### config.mk
export PLATFORM = sky130hd
export DESIGN_NAME = muldiv_seq
export DESIGN_NICKNAME = d
export VERILOG_FILES = /design/src/rtl/muldiv_seq.sv
export SDC_FILE = /design/constraint.sdc
export NUM_CORES = 1
export LEC_CHECK = 0
export ABC_AREA = 1
export BUFFER_PORTS_ARGS = -buffer_cell sky130_fd_sc_hd__buf_2
export CAP_MARGIN = 10
export CORE_ASPECT_RATIO = 1.5
export CORE_MARGIN = 8
export CORE_UTILIZATION = 40
export CTS_CLUSTER_DIAMETER = 30
export CTS_CLUSTER_SIZE = 12
export DETAILED_ROUTE_END_ITERATION = 10
export REMOVE_ABC_BUFFERS = 1
export SYNTH_ARGS = -nofsm -noshare
export SYNTH_HDL_FRONTEND = slang
export SYNTH_SLANG_ARGS = --single-unit
### constraint.sdc
create_clock -name clk -period 5.6 [get_ports clk]
set_input_delay 0.28 -clock clk [delete_from_list [all_inputs] [get_ports clk]]
set_output_delay 0.28 -clock clk [all_outputs]
set_load 0.005 [all_outputs]
### src/rtl/muldiv_seq.sv
// Iterative RV32M multiply/divide unit with a start/busy/done handshake.
// One bit per cycle: shift-add multiply or restoring divide on operand
// magnitudes, followed by a sign-fix cycle that also resolves special cases.
// Optional macro MULDIV_FAST_PATH_EN: trivial ops (zero divisor, zero
// multiply operand) go straight from IDLE to DONE with a one-cycle latency.
module muldiv_seq #(
  parameter int unsigned WIDTH = 32
) (
  input  logic             clk,
  input  logic             reset,
  input  logic             start,
  input  logic [2:0]       funct3,
  input  logic [WIDTH-1:0] a,
  input  logic [WIDTH-1:0] b,
  output logic             busy,
  output logic             done,
  output logic [WIDTH-1:0] result
);

  localparam int unsigned CW = $clog2(WIDTH);
  localparam int unsigned AW = 2 * WIDTH;

  typedef enum logic [1:0] {S_IDLE, S_CALC, S_FIX, S_DONE} state_t;

  state_t           r_state, w_next;
  logic [CW-1:0]    r_cnt;
  logic [AW-1:0]    r_acc;     // mul: {product hi, multiplier}; div: {remainder, quotient}
  logic [WIDTH-1:0] r_opd;     // mul: multiplicand magnitude; div: divisor magnitude
  logic [2:0]       r_f3;
  logic             r_neg;     // product/quotient negation
  logic             r_sa;      // remainder negation (dividend sign)
  logic             r_busy, r_done;
  logic [WIDTH-1:0] r_result;

  logic             w_a_sgn, w_b_sgn;
  logic [WIDTH-1:0] w_a_mag, w_b_mag;
  logic [WIDTH:0]   w_mul_sum, w_rem_sh, w_diff;
  logic [AW-1:0]    w_mul_acc, w_div_acc, w_prod;
  logic [WIDTH-1:0] w_q, w_r, w_fix_res, w_res_d;

  // Operand sign decode and magnitudes for the incoming request
  always_comb begin
    w_a_sgn = a[WIDTH-1] & ((~funct3[2] & (funct3[1:0] != 2'b11)) | (funct3[2] & ~funct3[0]));
    w_b_sgn = b[WIDTH-1] & ((~funct3[2] & ~funct3[1]) | (funct3[2] & ~funct3[0]));
    w_a_mag = w_a_sgn ? WIDTH'(-a) : a;
    w_b_mag = w_b_sgn ? WIDTH'(-b) : b;
  end

  // One iteration step of shift-add multiply and restoring divide
  always_comb begin
    w_mul_sum = {1'b0, r_acc[AW-1:WIDTH]} + (r_acc[0] ? {1'b0, r_opd} : '0);
    w_mul_acc = {w_mul_sum, r_acc[WIDTH-1:1]};
    w_rem_sh  = r_acc[AW-1:WIDTH-1];
    w_diff    = w_rem_sh - {1'b0, r_opd};
    w_div_acc = w_diff[WIDTH] ? {w_rem_sh[WIDTH-1:0], r_acc[WIDTH-2:0], 1'b0}
                              : {w_diff[WIDTH-1:0],   r_acc[WIDTH-2:0], 1'b1};
  end

  // Sign correction and result selection; zero divisor handled here
  always_comb begin
    w_prod    = r_neg ? AW'(-r_acc) : r_acc;
    w_q       = r_acc[WIDTH-1:0];
    w_r       = r_acc[AW-1:WIDTH];
    w_fix_res = '0;
    case (r_f3)
      3'b000:         w_fix_res = w_prod[WIDTH-1:0];
      3'b001, 3'b010,
      3'b011:         w_fix_res = w_prod[AW-1:WIDTH];
      3'b100, 3'b101: w_fix_res = (r_opd == '0) ? '1 : (r_neg ? WIDTH'(-w_q) : w_q);
      default:        w_fix_res = r_sa ? WIDTH'(-w_r) : w_r;
    endcase
`ifdef MULDIV_FAST_PATH_EN
    if (r_state == S_IDLE)
      w_res_d = funct3[2] ? (funct3[1] ? a : '1) : '0;
    else
      w_res_d = w_fix_res;
`else
    w_res_d = w_fix_res;
`endif
  end

  // Next-state logic
  always_comb begin
    w_next = r_state;
    case (r_state)
      S_IDLE: begin
        if (start) begin
`ifdef MULDIV_FAST_PATH_EN
          if (funct3[2] ? (b == '0) : ((a == '0) || (b == '0)))
            w_next = S_DONE;
          else
            w_next = S_CALC;
`else
          w_next = S_CALC;
`endif
        end
      end
      S_CALC:  if (r_cnt == CW'(WIDTH - 1)) w_next = S_FIX;
      S_FIX:   w_next = S_DONE;
      default: w_next = S_IDLE;
    endcase
  end

  // State register
  always_ff @(posedge clk or negedge reset) begin
    if (!reset) r_state <= S_IDLE;
    else        r_state <= w_next;
  end

  // Operand capture and iteration datapath
  always_ff @(posedge clk or negedge reset) begin
    if (!reset) begin
      r_cnt <= '0;
      r_acc <= '0;
      r_opd <= '0;
      r_f3  <= '0;
      r_neg <= 1'b0;
      r_sa  <= 1'b0;
    end else begin
      if (r_state == S_IDLE && start) begin
        r_cnt <= '0;
        r_f3  <= funct3;
        r_neg <= w_a_sgn ^ w_b_sgn;
        r_sa  <= w_a_sgn;
        r_opd <= funct3[2] ? w_b_mag : w_a_mag;
        r_acc <= {{WIDTH{1'b0}}, (funct3[2] ? w_a_mag : w_b_mag)};
      end else if (r_state == S_CALC) begin
        r_cnt <= r_cnt + CW'(1);
        r_acc <= r_f3[2] ? w_div_acc : w_mul_acc;
      end
    end
  end

  // Registered handshake outputs; result loads only on entry to DONE
  always_ff @(posedge clk or negedge reset) begin
    if (!reset) begin
      r_busy   <= 1'b0;
      r_done   <= 1'b0;
      r_result <= '0;
    end else begin
      r_busy <= (w_next == S_CALC) || (w_next == S_FIX);
      r_done <= (w_next == S_DONE);
      if (w_next == S_DONE && r_state != S_DONE) r_result <= w_res_d;
    end
  end

  assign busy   = r_busy;
  assign done   = r_done;
  assign result = r_result;

endmodule
# --- Yosys cells after proc, flatten, opt, wreduce, memory -nomap -nowiden ---
# Cells that the tools add are included.
word_totals:
  regBits: 142
  in_bits: 70
  output_inout_bits: 34
  elab_cells: 70
op_classes:
  n_addsub: 8
  eq_ne: 13
  n_mux: 19
  bitwise: 11
  n_reduce_logical: 9
ops:
  columns: ["cell", "count"]
  rows:
  - ["64-bit two-way mux", 5]
  - ["32-bit two-way mux", 8]
  - ["32-bit negator", 4]
  - ["32-bit case mux with 3 select lines", 1]
  - ["64-bit negator", 1]
  - ["32-bit by 32-bit adder with 33-bit output", 1]
  - ["33-bit by 32-bit subtractor with 33-bit output", 1]
  - ["32-bit zero test", 1]
  - ["5-bit two-way mux", 2]
  - ["2-bit equality test, second input constant", 3]
  - ["3-bit by 2-bit equality test with 1-bit output, second input constant", 2]
  - ["3-bit equality test, second input constant", 2]
  - ["2-bit case mux with 3 select lines", 1]
  - ["5-bit by 1-bit adder with 5-bit output, second input constant", 1]
  - ["1-bit bitwise AND", 5]
  - ["5-bit equality test, second input constant", 1]
  - ["2-bit by 1-bit equality test with 1-bit output, second input constant", 2]
  - ["2-bit two-way mux", 2]
  - ["2-bit != test, second input constant", 2]
  - ["3-bit by 1-bit equality test with 1-bit output, second input constant", 1]
  - ["3-bit zero test", 1]
  - ["1-bit NOT", 3]
  - ["3-bit OR reduction", 1]
  - ["1-bit logical AND", 2]
  - ["other kinds (6)", 7]

# --- Longest topological paths before layout ---
# Gate-level depths: netlist of the first run.
depth:
  word_depth: 7
  ltp_mapped: 20
  mapped_depth_nobuf: 19

# --- Worst setup path before layout of the first run ---
# Ideal clock, no wire load.
synth_timing:
  kind: "register to register"
  start: "register r_acc[0]"
  end: "register r_acc[59]"
  setup_ps: 116
  arrival_ps: 2506
  required_time_ps: 5484
  setup_slack_ps: 2977
  stages_incl_launch_ff: 20
  path_buffers: 2
  synth_period_minus_slack_ps: 2623
  cell_sequence: "dfrtp_1 > buf_6 > clkbuf_1 > nand2_1 > inv_1 > ha_1 > inv_1 > fa_1 > o21ai_0 > nand2_1 > nand2_1 > nand2_1 > nand2_1 > nand2_1 > nand3_1 > nand2_1 > nor2_1 > nor2_1 > nand2_1 > nand2_1"
synth_between:
  elab_chain_len: 5
synth_lines:
  columns: ["element", "line_no", "source"]
  rows:
  - ["start, declared", "27", "logic [AW-1:0] r_acc;"]
  - ["start signal, assigned", "126", "r_acc <= {{WIDTH{1'b0}}, (funct3[2] ? w_a_mag : w_b_mag)};"]
  - ["start signal, assigned", "129", "r_acc <= r_f3[2] ? w_div_acc : w_mul_acc;"]
  - ["32-bit two-way mux", "51", "w_mul_sum = {1'b0, r_acc[AW-1:WIDTH]} + (r_acc[0] ? {1'b0, r_opd} : '0);"]
  - ["32-bit by 32-bit adder with 33-bit output", "51", null]
  - ["64-bit two-way mux", "129", null]
  - ["64-bit two-way mux", "127", "end else if (r_state == S_CALC) begin"]
  - ["64-bit two-way mux", "120", "if (r_state == S_IDLE && start) begin"]
# Every way passes these cells. The select of a mux whose other input is x is not followed.
# A chain may end at the register's enable or synchronous reset.

# --- Worst setup path in the final report of the first run ---
layout_timing:
  start: "register r_acc[32]"
  end: "register r_acc[63]"
layout_between:
  elab_chain_len: 5
  elab_cells_between_ends: 6
  classes_between: "add/sub: 2; mux: 4"
layout_lines:
  columns: ["element", "line_no", "source"]
  rows:
  - ["33-bit by 32-bit subtractor with 33-bit output", "54", "w_diff = w_rem_sh - {1'b0, r_opd};"]
  - ["64-bit two-way mux", "55", "w_div_acc = w_diff[WIDTH] ? {w_rem_sh[WIDTH-1:0], r_acc[WIDTH-2:0], 1'b0}"]
  - ["64-bit two-way mux (*)", "129", null]
  - ["64-bit two-way mux (*)", "127", null]
  - ["64-bit two-way mux (*)", "120", null]
# Mark *: on every way between the ends. The rest lies on a longest branch, timed or not. The select of a mux whose other input is x is not followed.

==> impl_metrics.toml, run 1 <==
[pwr]
p_leak_nw = 9.78
finalPower_mw = 12.6
vdd_ir_drop_max_mv = 0.549
pwr_density_cell_nw_per_um2 = 681

[logic_synthesis]
synth_edf_count = 0
syn_avg_cell_area_um2 = 5.70
synth-async-reset-ratio_pct = 100
yosys_warnings = 0
synth.distinct_cells = 53
synth-main-ff-cell = "dfrtp_1"
ys_ff_latch = 142
syn_area_um2 = 16900
syn_inst = 2971
yosysSeqAreaShare_pct = 21.0

[min_path]
holdCritPathClass = "input port to flop"

[sta]
whs_ps = 154
final_max_slew_viol_count = 0
max_clock_freq_mhz = 301
clock_skew_ps = 10.7
fin_crit_sh_pct = 59.2
rsz0062_at_grt = "no"
worstMarginPinSlew_ps = 826
totalNegativeSetupSlack_ps = 0
maxSlewHeadroom_pct = 44.8
setup_viol = 0
hold_viol = 0
min_period_ps = 3320

[setup_path]
worst_setup_path_start_kind = "flop"
worst_path_max_delay_cell = "dfrtp_1"
crit_path_end_kind = "flop"
cpMostUsedCell = "nand2_1"
crit_type = "flop to flop"
cp_slowest_stage_delay_ps = 560
critical_path.max_fanout = 37
crit_arrival_ps = 3660
path_cells = "inv_1 -> fa_1 -> inv_1 -> nand2_1 -> nand2_1 -> nand3_1 -> nand2_2 -> nand2_2 -> nand2_4 -> nand2_4 -> nand2_2 -> nand2_4 -> nand2_8 -> inv_2 -> nand2_1 -> nand3_1 -> nand2_1 -> nand2_1"
cp.required_ps = 5940

[final_layout]
multi_input_area_um2 = 11400
seqCellArea_um2 = 3560
final_common_cell = "nand2_1"
drive_gt1_share_pct = 7.60
area_growth_pct = 9.70
nNetsFinal = 3167
final_area_um2 = 18600
nFillCells = 4699
layout_common_cells = "nand2_1, inv_1, nor2_1"

[route]
num_vias = 20213
post_drt_via_cell_ratio = 5.61
drc = 0
routedWlPerCell_um = 21.3
firstDrtPassIters = 8
ant_nets = 0
wl_mm = 76.8
first_iter_violations = 1967

[global_route]
grt_util_all_layers_pct = 30.8
grt_pass1_wl_mm = 115
grt_pass1_vias = 19514
grt_remaining_overflow = 0
grt_max_degree = 67
antenna_found_initial = 0

[placed_design]
numPortBuffers = 103
post-dp-hpwl_mm = 61.5
placed_area_um2 = 17900
place_congestion = 1.09

[floorplanning]
die_h_um = 268
start_util_pct = 40.4
core_um2 = 41900
fp-row-count = 92
die_x_um = 184
pin_count = 104
die-area_um2 = 49300

[clock_tree]
htree_levels = 4
cts_buffers = 17
clkTransAtPathRegs_ps = 70
cts_resized = 0
cts_buffer_depth = 2
insertion_delay_ps = 460
post-cts-setup-buffer-count = 0
clock_sinks = 142
cts_tree = "yes"
root_buffer = "clkbuf_16"

[outcome]
status = "finished clean"

[run]
maxCapViolCount = 0
## state kept, by name, summed over array words and instances (netlist names)
name and flops:
r_acc 64, r_opd 32, result 32, r_cnt 5, r_f3 3, r_state 2, busy 1, done 1
r_neg 1, r_sa 1
## timing repair
action / in CTS / in global routing
hold buffers: 1 / 0
hold endpoints to repair: 35 / 0
endpoints found under the setup margin: 0 / 0
## per-stage QoR
step                instances  setup slack (ps)  util [%]
floorplan                2880              2030         -
global placement         3568              2060      42.8
detailed placement       3568              2040      42.8
CTS                      3601              2040      44.3
global route             3602              2000      44.3
finish                   3603              2280      44.3
## power by group
group	total (mW)	switching, mW	internal [mW]
combinational	9.19	6.47	2.72
sequential	2.26	0.854	1.41
clock	1.19	0.511	0.683
total	12.6	7.84	4.81
## critical path, delay by kind of cell (launching register included)
kind	cells	cell delay (ps)
AND/OR/NAND/NOR	14	1550
flip-flops	1	560
buffers and inverters	3	540
adder cells (fa/ha/maj)	1	540
## cell usage after synthesis (all sizes together) (22+ instances only)
cell type,n,area (um^2)
a21oi,172,880
buf,29,166
clkbuf,62,233
dfrtp,142,3550
ha,70,876
inv,424,1590
nand2,987,3770
nand3,262,1320
nand3b,22,165
nand4,48,300
nor2,300,1170
nor3,39,210
o211ai,25,188
o21ai,201,1010
xor2,66,578
## worst paths after layout
kind | from | end | slack, ps | cells past startpoint
worst max-delay path | r_acc[32] | r_acc[63] | 2280 | 18
worst min-delay path | a[8] | r_opd[8] | 150 | 4
worst max register to register | r_acc[32] | r_acc[63] | 2280 | 18
worst min register to register | r_cnt[2] | r_cnt[2] | 450 | 1
max in group asynchronous | reset | r_opd[27] | 4190 | 3
min in group asynchronous | reset | result[24] | 300 | 2
## per-layer routing
layer | vias up | share of wire [%] | GRT usage, %
met4 | 0 | 9.4 | 25.1
met1 | 9319 | 38 | 34.8
met2 | 960 | 47 | 51.8
met3 | 270 | 6.3 | 3.60
li1 | 9664 | - | -
met5 | - | 0 | 0
## cell type report
type	count	share of cell area, %
sequential	142	19.1
tap	564	3.80
timing repair buffer	126	3.86
antenna	1	0.0135
clock inverter	12	0.728
inverter	428	8.65
clock buffer	20	2.46
multi-input combinational	2310	61.3
## cells by family after synthesis
family,Yosys count,share of synthesized area (%)
AO/OA/AOI/OAI,462,15.1
buffers and inverters,519,11.8
XOR/XNOR,86,4.45
adder cells (fa/ha/maj),72,5.41
flip-flops,142,21.0
AND/OR/NAND/NOR,1690,42.2
Power figures use the tool's default switching activity.
==> inputs of run 2 (changes only) <==
- clock period: 5.6 -> 2.8 ns (I/O delays scaled with it)
==> impl_metrics.toml, run 2 (synthesis results as in run 1) <==
[outcome]
status = "finished clean"

[setup_path]
crit_path_end_kind = "flop"
critical_path.max_fanout = 12
cp.required_ps = 3130
crit_arrival_ps = 3050
worst_setup_path_start_kind = "flop"
crit_type = "flop to flop"

[final_layout]
drive_gt1_share_pct = 11.3
regMostFlops = "r_acc"
area_growth_pct = 15.3
final_common_cell = "nand2_1"
layout_common_cells = "nand2_1, inv_1, nor2_1"
diodes = 0
nNetsFinal = 3278
final_area_um2 = 19500
utilization_pct = 46.6
largest_reg_flops = 64

[global_route]
grt_remaining_overflow = 0
antenna_found_initial = 1
grt_pass1_vias = 20102
grt_pass1_wl_mm = 123
grt_util_all_layers_pct = 33.1
grt_max_degree = 75

[clock_tree]
cts_buffer_depth = 2
cts_buffers = 17
clock_sinks = 142
insertion_delay_ps = 470
root_buffer = "clkbuf_16"
htree_levels = 4
clkTransAtPathRegs_ps = 60
cts_tree = "yes"

[floorplanning]
fp-row-count = 92
die_x_um = 184
die_h_um = 268
die-area_um2 = 49300
start_util_pct = 40.4
pin_count = 104
core_um2 = 41900

[sta]
hold_viol = 0
rsz0062_at_grt = "yes"
totalNegativeSetupSlack_ps = 0
final_max_slew_viol_count = 0
fin_crit_sh_pct = 97.0
maxSlewHeadroom_pct = 43.5
clock_skew_ps = 12.8
worstMarginPinSlew_ps = 848
min_period_ps = 2720
setup_viol = 0
max_clock_freq_mhz = 368

[route]
post_drt_via_cell_ratio = 5.59
ant_nets = 0
wl_mm = 82.0
first_iter_violations = 2025
routedWlPerCell_um = 22.1
num_vias = 20750
firstDrtPassIters = 6
drc = 0

[placed_design]
placed_area_um2 = 18800
numPortBuffers = 103
post-dp-hpwl_mm = 67.5
place_congestion = 1.03

[pwr]
p_leak_nw = 10.3
pwr_density_cell_nw_per_um2 = 1370
vdd_ir_drop_max_mv = 0.896

[min_path]
holdCritPathClass = "input port to flop"

[run]
maxCapViolCount = 0
## run 2: layer usage
metal | routed length [um] | vias to the layer above | track usage (%)
met4 | 5670 | 2 | 21.0
met5 | 12 | - | 0
met2 | 40400 | 871 | 57.6
met3 | 4230 | 250 | 4.18
met1 | 31700 | 9731 | 37.9
li1 | - | 9896 | -
## run 2: worst max-delay path: stages, from the launching register on
cell and delay (ps):
dfrtp_1 440, inv_1 170, ha_1 370, nand2_1 130
inv_2 50, nand2_2 90, inv_2 30, nand2_1 140
inv_2 60, a21oi_4 230, nand2_2 110, nand2_4 100
nand2_8 100, buf_4 160, o21ai_1 220, a22oi_1 140
## run 2: through the flow
step           setup WS, ps  hold slack (ps)  power [mW]  std cells
3_5_place_dp            105              251        23.8       3675
3_3_place_gp           78.5              236        23.8       3675
5_1_grt               -22.7             39.8        28.8       3712
2_1_floorplan          -769             -156        15.7       2880
6_report               83.2             46.4        26.8       3712
4_1_cts                83.2             17.8        26.2       3709
## run 2: repair_timing
item                                    4_1_cts  5_1_grt
hold buffers                                  3        0
resized for setup                             0       22
endpoints found under the hold margin        73        0
endpoints found under the setup margin        0       19
setup buffers                                 0        3
## run 2: cell type report
cell class / instances / area, um^2
sequential: 142 / 3560
tap: 564 / 706
clock buffer: 19 / 443
multi-input combinational: 2310 / 11400
fill: 4718 / 22400
clock inverter: 12 / 115
timing repair buffer: 237 / 1640
inverter: 428 / 1610
## run 2: power breakdown
group	switching, mW	total, mW	internal (mW)
Combinational	14.0	20.6	6.58
Sequential	1.07	3.91	2.84
Clock	1.02	2.26	1.24
Total	16.1	26.8	10.7
## run 2: final timing paths
kind,slack [ps],start,depth (start not counted),to
max in group asynchronous,1600,reset,3,r_opd[27]
min in group asynchronous,250,reset,2,result[7]
min,50,a[8],4,r_opd[8]
max reg2reg,80,r_opd[24],15,r_acc[0]
max,80,r_opd[24],15,r_acc[0]
min reg2reg,470,r_cnt[2],1,r_cnt[2]
